[src/rtl/unified_memory_arbiter_pkg.sv]
// Shared types and widths for the fetch / load-store memory arbiter.
package mem_arb_pkg;

   localparam int ADDR_W     = 32;
   localparam int DATA_W     = 32;
   // Wide enough for the largest allowed starvation limit (15).
   localparam int WAIT_CNT_W = 4;

   typedef enum logic [1:0] {
      IDLE     = 2'd0,
      GRANT_IF = 2'd1,
      GRANT_D  = 2'd2
   } state_e;

   typedef enum logic {
      OWN_IF = 1'b0,
      OWN_D  = 1'b1
   } owner_e;

endpackage

[src/rtl/unified_memory_arbiter_if.sv]
// Core-side fetch/data ports and memory-side bus of the unified memory arbiter.
interface unified_memory_arbiter_if #(
   parameter int ADDR_WIDTH = 32,
   parameter int DATA_WIDTH = 32
);
   logic                  if_req_i;
   logic [ADDR_WIDTH-1:0] if_addr_i;
   logic [DATA_WIDTH-1:0] if_rdata_o;
   logic                  if_valid_o;
   logic                  if_stall_o;

   logic                  d_req_i;
   logic                  d_we_i;
   logic [ADDR_WIDTH-1:0] d_addr_i;
   logic [DATA_WIDTH-1:0] d_wdata_i;
   logic [DATA_WIDTH-1:0] d_rdata_o;
   logic                  d_valid_o;
   logic                  d_stall_o;

   logic                  mem_req_o;
   logic                  mem_we_o;
   logic [ADDR_WIDTH-1:0] mem_addr_o;
   logic [DATA_WIDTH-1:0] mem_wdata_o;
   logic [DATA_WIDTH-1:0] mem_rdata_i;
   logic                  mem_ack_i;

   logic                  err_o;

   modport slave (
      input  if_req_i, if_addr_i, d_req_i, d_we_i, d_addr_i, d_wdata_i,
             mem_rdata_i, mem_ack_i,
      output if_rdata_o, if_valid_o, if_stall_o, d_rdata_o, d_valid_o, d_stall_o,
             mem_req_o, mem_we_o, mem_addr_o, mem_wdata_o, err_o
   );

   modport master (
      output if_req_i, if_addr_i, d_req_i, d_we_i, d_addr_i, d_wdata_i,
             mem_rdata_i, mem_ack_i,
      input  if_rdata_o, if_valid_o, if_stall_o, d_rdata_o, d_valid_o, d_stall_o,
             mem_req_o, mem_we_o, mem_addr_o, mem_wdata_o, err_o
   );

endinterface

[src/rtl/unified_memory_arbiter_timeout_counter.sv]
// Ack timeout counter: load arms and zeroes it, clear disarms, expire marks the last allowed cycle.
module arb_timeout_counter #(
   parameter int TIMEOUT_CYCLES = 16
) (
   input  logic clk,
   input  logic reset,
   input  logic load,
   input  logic clear,
   output logic expire
);
   localparam int CNT_W = $clog2(TIMEOUT_CYCLES + 1);

   logic [CNT_W-1:0] cnt;
   logic             armed;

   always_ff @(posedge clk or posedge reset) begin
      if (reset) begin
         cnt   <= '0;
         armed <= 1'b0;
      end else if (load) begin
         cnt   <= '0;
         armed <= 1'b1;
      end else if (clear) begin
         cnt   <= '0;
         armed <= 1'b0;
      end else if (armed) begin
         cnt   <= cnt + 1'b1;
      end
   end

   // cnt counts completed request cycles, so the TIMEOUT_CYCLES-th cycle sees TIMEOUT_CYCLES-1.
   assign expire = armed && (cnt == CNT_W'(TIMEOUT_CYCLES - 1));

endmodule

[src/rtl/unified_memory_arbiter.sv]
// Shares one single-port memory between fetch and load/store; data wins unless fetch has starved.
// Build option MEM_TIMEOUT_EN: abort an unacknowledged access after TIMEOUT_CYCLES and pulse err_o.
module unified_memory_arbiter
   import mem_arb_pkg::*;
#(
   parameter int ADDR_WIDTH     = ADDR_W,
   parameter int DATA_WIDTH     = DATA_W,
   parameter int MAX_WAIT       = 4,
   parameter int TIMEOUT_CYCLES = 16
) (
   input logic                     clk,
   input logic                     reset,
   unified_memory_arbiter_if.slave bus
);

   state_e                  state_q, state_d;
   owner_e                  owner;
   logic                    grant_if, grant_d, done, expired, timed_out;
   logic [WAIT_CNT_W-1:0]   wait_cnt_q;
   logic                    mem_req_q, mem_we_q;
   logic [ADDR_WIDTH-1:0]   mem_addr_q;
   logic [DATA_WIDTH-1:0]   mem_wdata_q, if_rdata_q, d_rdata_q, done_rdata;
   logic                    if_valid_q, d_valid_q, err_q;

   always_comb begin
      state_d  = state_q;
      grant_if = 1'b0;
      grant_d  = 1'b0;
      done     = 1'b0;
      case (state_q)
         IDLE: begin
            if (bus.if_req_i && (!bus.d_req_i || wait_cnt_q == WAIT_CNT_W'(MAX_WAIT))) begin
               grant_if = 1'b1;
               state_d  = GRANT_IF;
            end else if (bus.d_req_i) begin
               grant_d  = 1'b1;
               state_d  = GRANT_D;
            end
         end
         GRANT_IF, GRANT_D: begin
            if (bus.mem_ack_i || expired) begin
               done    = 1'b1;
               state_d = IDLE;
            end
         end
         default: state_d = IDLE;
      endcase
   end

   // An ack arriving in the expiry cycle still counts as a normal completion.
   assign timed_out  = expired && !bus.mem_ack_i;
   assign done_rdata = timed_out ? '0 : bus.mem_rdata_i;
   assign owner      = (state_q == GRANT_D) ? OWN_D : OWN_IF;

   always_ff @(posedge clk or posedge reset) begin
      if (reset) begin
         state_q     <= IDLE;
         wait_cnt_q  <= '0;
         mem_req_q   <= 1'b0;
         mem_we_q    <= 1'b0;
         mem_addr_q  <= '0;
         mem_wdata_q <= '0;
         if_rdata_q  <= '0;
         d_rdata_q   <= '0;
         if_valid_q  <= 1'b0;
         d_valid_q   <= 1'b0;
         err_q       <= 1'b0;
      end else begin
         state_q    <= state_d;
         if_valid_q <= 1'b0;
         d_valid_q  <= 1'b0;
         err_q      <= 1'b0;
         if (grant_if || grant_d) begin
            mem_req_q   <= 1'b1;
            mem_we_q    <= grant_d && bus.d_we_i;
            mem_addr_q  <= grant_d ? bus.d_addr_i : bus.if_addr_i;
            mem_wdata_q <= grant_d ? bus.d_wdata_i : '0;
         end else if (done) begin
            mem_req_q <= 1'b0;
            mem_we_q  <= 1'b0;
            err_q     <= timed_out;
            if (owner == OWN_D) begin
               d_rdata_q <= mem_we_q ? '0 : done_rdata;
               d_valid_q <= 1'b1;
            end else begin
               if_rdata_q <= done_rdata;
               if_valid_q <= 1'b1;
            end
         end
         // Count data grants that a waiting fetch lost; a fetch grant forgives them.
         if (grant_if)
            wait_cnt_q <= '0;
         else if (grant_d && bus.if_req_i && wait_cnt_q != WAIT_CNT_W'(MAX_WAIT))
            wait_cnt_q <= wait_cnt_q + 1'b1;
      end
   end

`ifdef MEM_TIMEOUT_EN
   arb_timeout_counter #(
      .TIMEOUT_CYCLES (TIMEOUT_CYCLES)
   ) u_timeout (
      .clk    (clk),
      .reset  (reset),
      .load   (grant_if || grant_d),
      .clear  (done),
      .expire (expired)
   );
`else
   // Without the counter only a degenerate zero-cycle timeout could ever fire.
   assign expired = (TIMEOUT_CYCLES < 1);
`endif

   assign bus.mem_req_o   = mem_req_q;
   assign bus.mem_we_o    = mem_we_q;
   assign bus.mem_addr_o  = mem_addr_q;
   assign bus.mem_wdata_o = mem_wdata_q;
   assign bus.if_rdata_o  = if_rdata_q;
   assign bus.if_valid_o  = if_valid_q;
   assign bus.if_stall_o  = bus.if_req_i && !if_valid_q;
   assign bus.d_rdata_o   = d_rdata_q;
   assign bus.d_valid_o   = d_valid_q;
   assign bus.d_stall_o   = bus.d_req_i && !d_valid_q;
   assign bus.err_o       = err_q;

endmodule

[src/flat_wrapper.sv]
// flat-port wrapper written by rule: the top's interface ports become plain ports
module unified_memory_arbiter_flat import mem_arb_pkg::*;
#(
   parameter int ADDR_WIDTH     = ADDR_W,
   parameter int DATA_WIDTH     = DATA_W,
   parameter int MAX_WAIT       = 4,
   parameter int TIMEOUT_CYCLES = 16
)
  (clk, reset, bus_if_req_i, bus_if_addr_i, bus_d_req_i, bus_d_we_i, bus_d_addr_i, bus_d_wdata_i, bus_mem_rdata_i, bus_mem_ack_i, bus_if_rdata_o, bus_if_valid_o, bus_if_stall_o, bus_d_rdata_o, bus_d_valid_o, bus_d_stall_o, bus_mem_req_o, bus_mem_we_o, bus_mem_addr_o, bus_mem_wdata_o, bus_err_o);
  unified_memory_arbiter_if #(.ADDR_WIDTH(ADDR_WIDTH), .DATA_WIDTH(DATA_WIDTH)) bus_i ();
  input logic clk;
  input logic reset;
  input wire logic [$bits(bus_i.if_req_i)-1:0] bus_if_req_i;
  input wire logic [$bits(bus_i.if_addr_i)-1:0] bus_if_addr_i;
  input wire logic [$bits(bus_i.d_req_i)-1:0] bus_d_req_i;
  input wire logic [$bits(bus_i.d_we_i)-1:0] bus_d_we_i;
  input wire logic [$bits(bus_i.d_addr_i)-1:0] bus_d_addr_i;
  input wire logic [$bits(bus_i.d_wdata_i)-1:0] bus_d_wdata_i;
  input wire logic [$bits(bus_i.mem_rdata_i)-1:0] bus_mem_rdata_i;
  input wire logic [$bits(bus_i.mem_ack_i)-1:0] bus_mem_ack_i;
  output wire logic [$bits(bus_i.if_rdata_o)-1:0] bus_if_rdata_o;
  output wire logic [$bits(bus_i.if_valid_o)-1:0] bus_if_valid_o;
  output wire logic [$bits(bus_i.if_stall_o)-1:0] bus_if_stall_o;
  output wire logic [$bits(bus_i.d_rdata_o)-1:0] bus_d_rdata_o;
  output wire logic [$bits(bus_i.d_valid_o)-1:0] bus_d_valid_o;
  output wire logic [$bits(bus_i.d_stall_o)-1:0] bus_d_stall_o;
  output wire logic [$bits(bus_i.mem_req_o)-1:0] bus_mem_req_o;
  output wire logic [$bits(bus_i.mem_we_o)-1:0] bus_mem_we_o;
  output wire logic [$bits(bus_i.mem_addr_o)-1:0] bus_mem_addr_o;
  output wire logic [$bits(bus_i.mem_wdata_o)-1:0] bus_mem_wdata_o;
  output wire logic [$bits(bus_i.err_o)-1:0] bus_err_o;
  assign bus_i.if_req_i = bus_if_req_i;
  assign bus_i.if_addr_i = bus_if_addr_i;
  assign bus_i.d_req_i = bus_d_req_i;
  assign bus_i.d_we_i = bus_d_we_i;
  assign bus_i.d_addr_i = bus_d_addr_i;
  assign bus_i.d_wdata_i = bus_d_wdata_i;
  assign bus_i.mem_rdata_i = bus_mem_rdata_i;
  assign bus_i.mem_ack_i = bus_mem_ack_i;
  assign bus_if_rdata_o = bus_i.if_rdata_o;
  assign bus_if_valid_o = bus_i.if_valid_o;
  assign bus_if_stall_o = bus_i.if_stall_o;
  assign bus_d_rdata_o = bus_i.d_rdata_o;
  assign bus_d_valid_o = bus_i.d_valid_o;
  assign bus_d_stall_o = bus_i.d_stall_o;
  assign bus_mem_req_o = bus_i.mem_req_o;
  assign bus_mem_we_o = bus_i.mem_we_o;
  assign bus_mem_addr_o = bus_i.mem_addr_o;
  assign bus_mem_wdata_o = bus_i.mem_wdata_o;
  assign bus_err_o = bus_i.err_o;
  unified_memory_arbiter #(.ADDR_WIDTH(ADDR_WIDTH), .DATA_WIDTH(DATA_WIDTH), .MAX_WAIT(MAX_WAIT), .TIMEOUT_CYCLES(TIMEOUT_CYCLES)) u_core (.clk(clk), .reset(reset), .bus(bus_i));
endmodule
[config.mk]
export PLATFORM = sky130hd
export DESIGN_NAME = unified_memory_arbiter_flat
export DESIGN_NICKNAME = d
export VERILOG_FILES = /design/src/rtl/unified_memory_arbiter_pkg.sv /design/src/rtl/unified_memory_arbiter_if.sv /design/src/rtl/unified_memory_arbiter_timeout_counter.sv /design/src/rtl/unified_memory_arbiter.sv /design/src/flat_wrapper.sv
export SDC_FILE = /design/constraint.sdc
export NUM_CORES = 1
export LEC_CHECK = 0
export ABC_AREA = 1
export ABC_CLOCK_PERIOD_IN_PS = 5000
export BUFFER_PORTS_ARGS = -buffer_cell sky130_fd_sc_hd__buf_2
export CAP_MARGIN = 20
export CORE_MARGIN = 3
export CORE_UTILIZATION = 35
export DETAILED_ROUTE_END_ITERATION = 10
export PLACE_DENSITY = 0.73
export REMOVE_ABC_BUFFERS = 1
export SLEW_MARGIN = 10
export SYNTH_ARGS = -nofsm -noshare
export SYNTH_HDL_FRONTEND = slang
export SYNTH_SLANG_ARGS = --single-unit
[constraint.sdc]
create_clock -name clk -period 5 [get_ports clk]
set_clock_uncertainty 0.15 [all_clocks]
set_input_delay 0.5 -clock clk [delete_from_list [all_inputs] [get_ports clk]]
set_output_delay 0.5 -clock clk [all_outputs]
set_load 0.02 [all_outputs]
==> metrics.cfg <==
[setup_path]
arrival_ps = 2690
r2r_start = u_core.wait_cnt_q[0]
critPathLaunchType = register
rrSetupSlack_ps = 2500
critPathKind = register to register
r2r-end = u_core.bus.mem_wdata_o[29]
r2r_cells = 8
cp_max_fo = 36
crit_path_end_kind = register
required_ps = 5190

[route]
wl_um = 17300
antenna_left = 0
viasPerCell = 4.78
first_pass_iters = 4
first_iter_violations = 254
drc_errors = 0
vias = 5388
wl_per_cell_um = 15.3

[global_route]
grt_start_max_net_pins = 108
grtUsageTotal_pct = 19.4
grt_pass1_wl_um = 27400
grt_pass1_vias = 5263
antenna_found_initial = 1
grt_overflow = 0

[timing]
tightest_slew_ps = 1000
final.setup.tns_ps = 0
min_period_over_period_pct = 50.0
max_freq_mhz = 400
setup_viol = 0
final-hold-violation-count = 0
slew_violations = 0
rsz0062_at_grt = false
slew_headroom_pct = 32.9
fin_crit_ps = 2500

[logic_synthesis]
ys_ff_latch = 138
ys_seq_area_share_pct = 60.6
ys_warn_count = 0
syn-instance-count = 654
ys_types = 22
avgSynthCellArea_um2 = 8.71
netlist_area_um2 = 5690

[min_path]
hold_class = input pin to register
min_from = bus_mem_rdata_i[0]
whs_path_depth = 3
hold_end = u_core.bus.if_rdata_o[0]

[cts]
postCtsSetupBuffers = 0
insertion_delay_ps = 410
cts_made_buffers = 17
cts_resized = 0
clockRootBuffer = clkbuf_16
cts.hold.buffers_added = 0
clk_path_buf_depth = 2
clkSinkCount = 138
clk_pin_slew_ps = 60
cts_tree = done
htreeDepth = 4

[status]
status = completed

[final_layout]
final_util_pct = 50.2
fin_cells = 1128
area_delta_synth_final_pct = 36.9
finalNetCount = 1043
post_route_cells_drive_above_1_share_pct = 34.2
antennaDiodeCount = 0
stdcell_area_um2 = 7800
fillers = 1473

[floorplanning]
die_x_um = 134
die_y_um = 134
start_util_pct = 36.6
fp.dieArea_um2 = 17800
coreArea_um2 = 15500
rows = 45
io_pins = 269

[power_and_ir_drop]
ir_drop_v = 0.000344
cellPowerDensity_nw_per_um2 = 700
p_leak_uw = 0.00442

[placement]
dpl_cell_area_um2 = 7160
gp_congestion = 0.837
place_inst = 1096
hpwlAfterDp_um = 11900
io_buffer_count = 267

[job]
maxCapViolCount = 0

## layer usage
metal	vias up	GRT usage (%)	wire length, µm
li1	2583	-	-
met1	2521	24.4	7210
met2	258	31.3	8080
met3	24	7.06	1710
met4	2	6.17	279
met5	-	0	13
## power breakdown
group          total, µW  switching (µW)  internal [µW]
clock               1300             477            823
combinational       2280            1560            716
sequential          1880             281           1600
## worst max-delay path, cell delays in order, from the launching register on
cell	delay (ps)
dfrtp_1	380
inv_1	90
ha_1	200
nand2_1	80
nor2_2	60
a21oi_4	790
buf_4	460
nand3_1	140
nand2_1	90
## placed cells by master (no fill, tap or decap)
master,instances
o21ai_4,1
ha_1,3
a21oi_1,1
buf_16,1
inv_1,10
clkinvlp_4,2
nor2_1,7
o21ai_1,32
clkbuf_16,17
ha_2,1
dfrtp_1,138
bufinv_16,3
buf_12,1
nand3_1,102
clkinv_2,2
clkinv_4,2
nor2_2,1
clkbuf_1,1
clkbuf_8,3
a21oi_4,1
nand2_2,2
buf_4,5
conb_1,1
inv_2,2
xor2_1,2
inv_6,2
nand2_1,302
nor2_4,1
o21ai_0,4
buf_2,267
## sequential cells by signal (all words and copies together) (netlist names)
register                count
u_core.wait_cnt_q           4
u_core.state_q              2
u_core.bus.if_rdata_o      32
u_core.bus.if_valid_o       1
u_core.bus.mem_req_o        1
u_core.bus.mem_wdata_o     32
u_core.bus.d_rdata_o       32
u_core.bus.mem_addr_o      32
u_core.bus.d_valid_o        1
u_core.bus.mem_we_o         1
## worst max path at each step
stage / start / to / slack, ps / cells past startpoint
5_1_grt: u_core.wait_cnt_q[0] / u_core.bus.mem_wdata_o[7] / 2310 / 8
3_3_place_gp: u_core.wait_cnt_q[0] / u_core.bus.mem_wdata_o[31] / 2600 / 8
2_1_floorplan: u_core.state_q[0] / u_core.bus.d_rdata_o[0] / 510 / 6
6_report: u_core.wait_cnt_q[0] / u_core.bus.mem_wdata_o[29] / 2500 / 8
3_5_place_dp: u_core.wait_cnt_q[0] / u_core.bus.mem_addr_o[5] / 2520 / 8
4_1_cts: u_core.wait_cnt_q[0] / u_core.bus.mem_wdata_o[29] / 2500 / 8
## synth_stat cells (all sizes together)
cell type  count  area share (%)
inv           13            0.86
nand3        102             9.0
xor2           2            0.31
conb           1           0.066
ha             4            0.88
dfrtp        138              61
a21oi          2            0.24
o21ai         37             3.3
nand2        304              20
nor2           9            0.77
buf           32             3.2
clkbuf        10            0.66
## layout make-up
cell class	count	area [µm²]	share of cell area (%)
repair buffers	274	1420	18.2
flip-flops and latches	138	3450	44.3
clock buffers	21	470	6.03
multi-input cells	461	1990	25.5
inverters	13	53.8	0.690
clock inverters	10	141	1.81
well taps	211	264	3.39
## kinds of logic (layout without fill, tap and decap cells)
family / count (synthesis) / in the layout / share of synthesized area [%]
and+or+nand+nor: 415 / 415 / 29.8
DFF: 138 / 138 / 60.6
buffers and inverters: 55 / 318 / 4.72
AOI/OAI and AO/OA: 39 / 39 / 3.56
adders and majority gates: 4 / 4 / 0.879
xor gates and xnor gates: 2 / 2 / 0.308
other: 1 / 1 / 0.0659
## stage by stage
step | hold WS [ps] | setup WS [ps] | total power (µW)
2_1_floorplan | 303 | 514 | 3250
6_report | 146 | 2500 | 5460
3_3_place_gp | 307 | 2600 | 4110
3_5_place_dp | 310 | 2520 | 4160
4_1_cts | 122 | 2500 | 5490
5_1_grt | 134 | 2310 | 5810
Power figures use the tool's default switching activity.
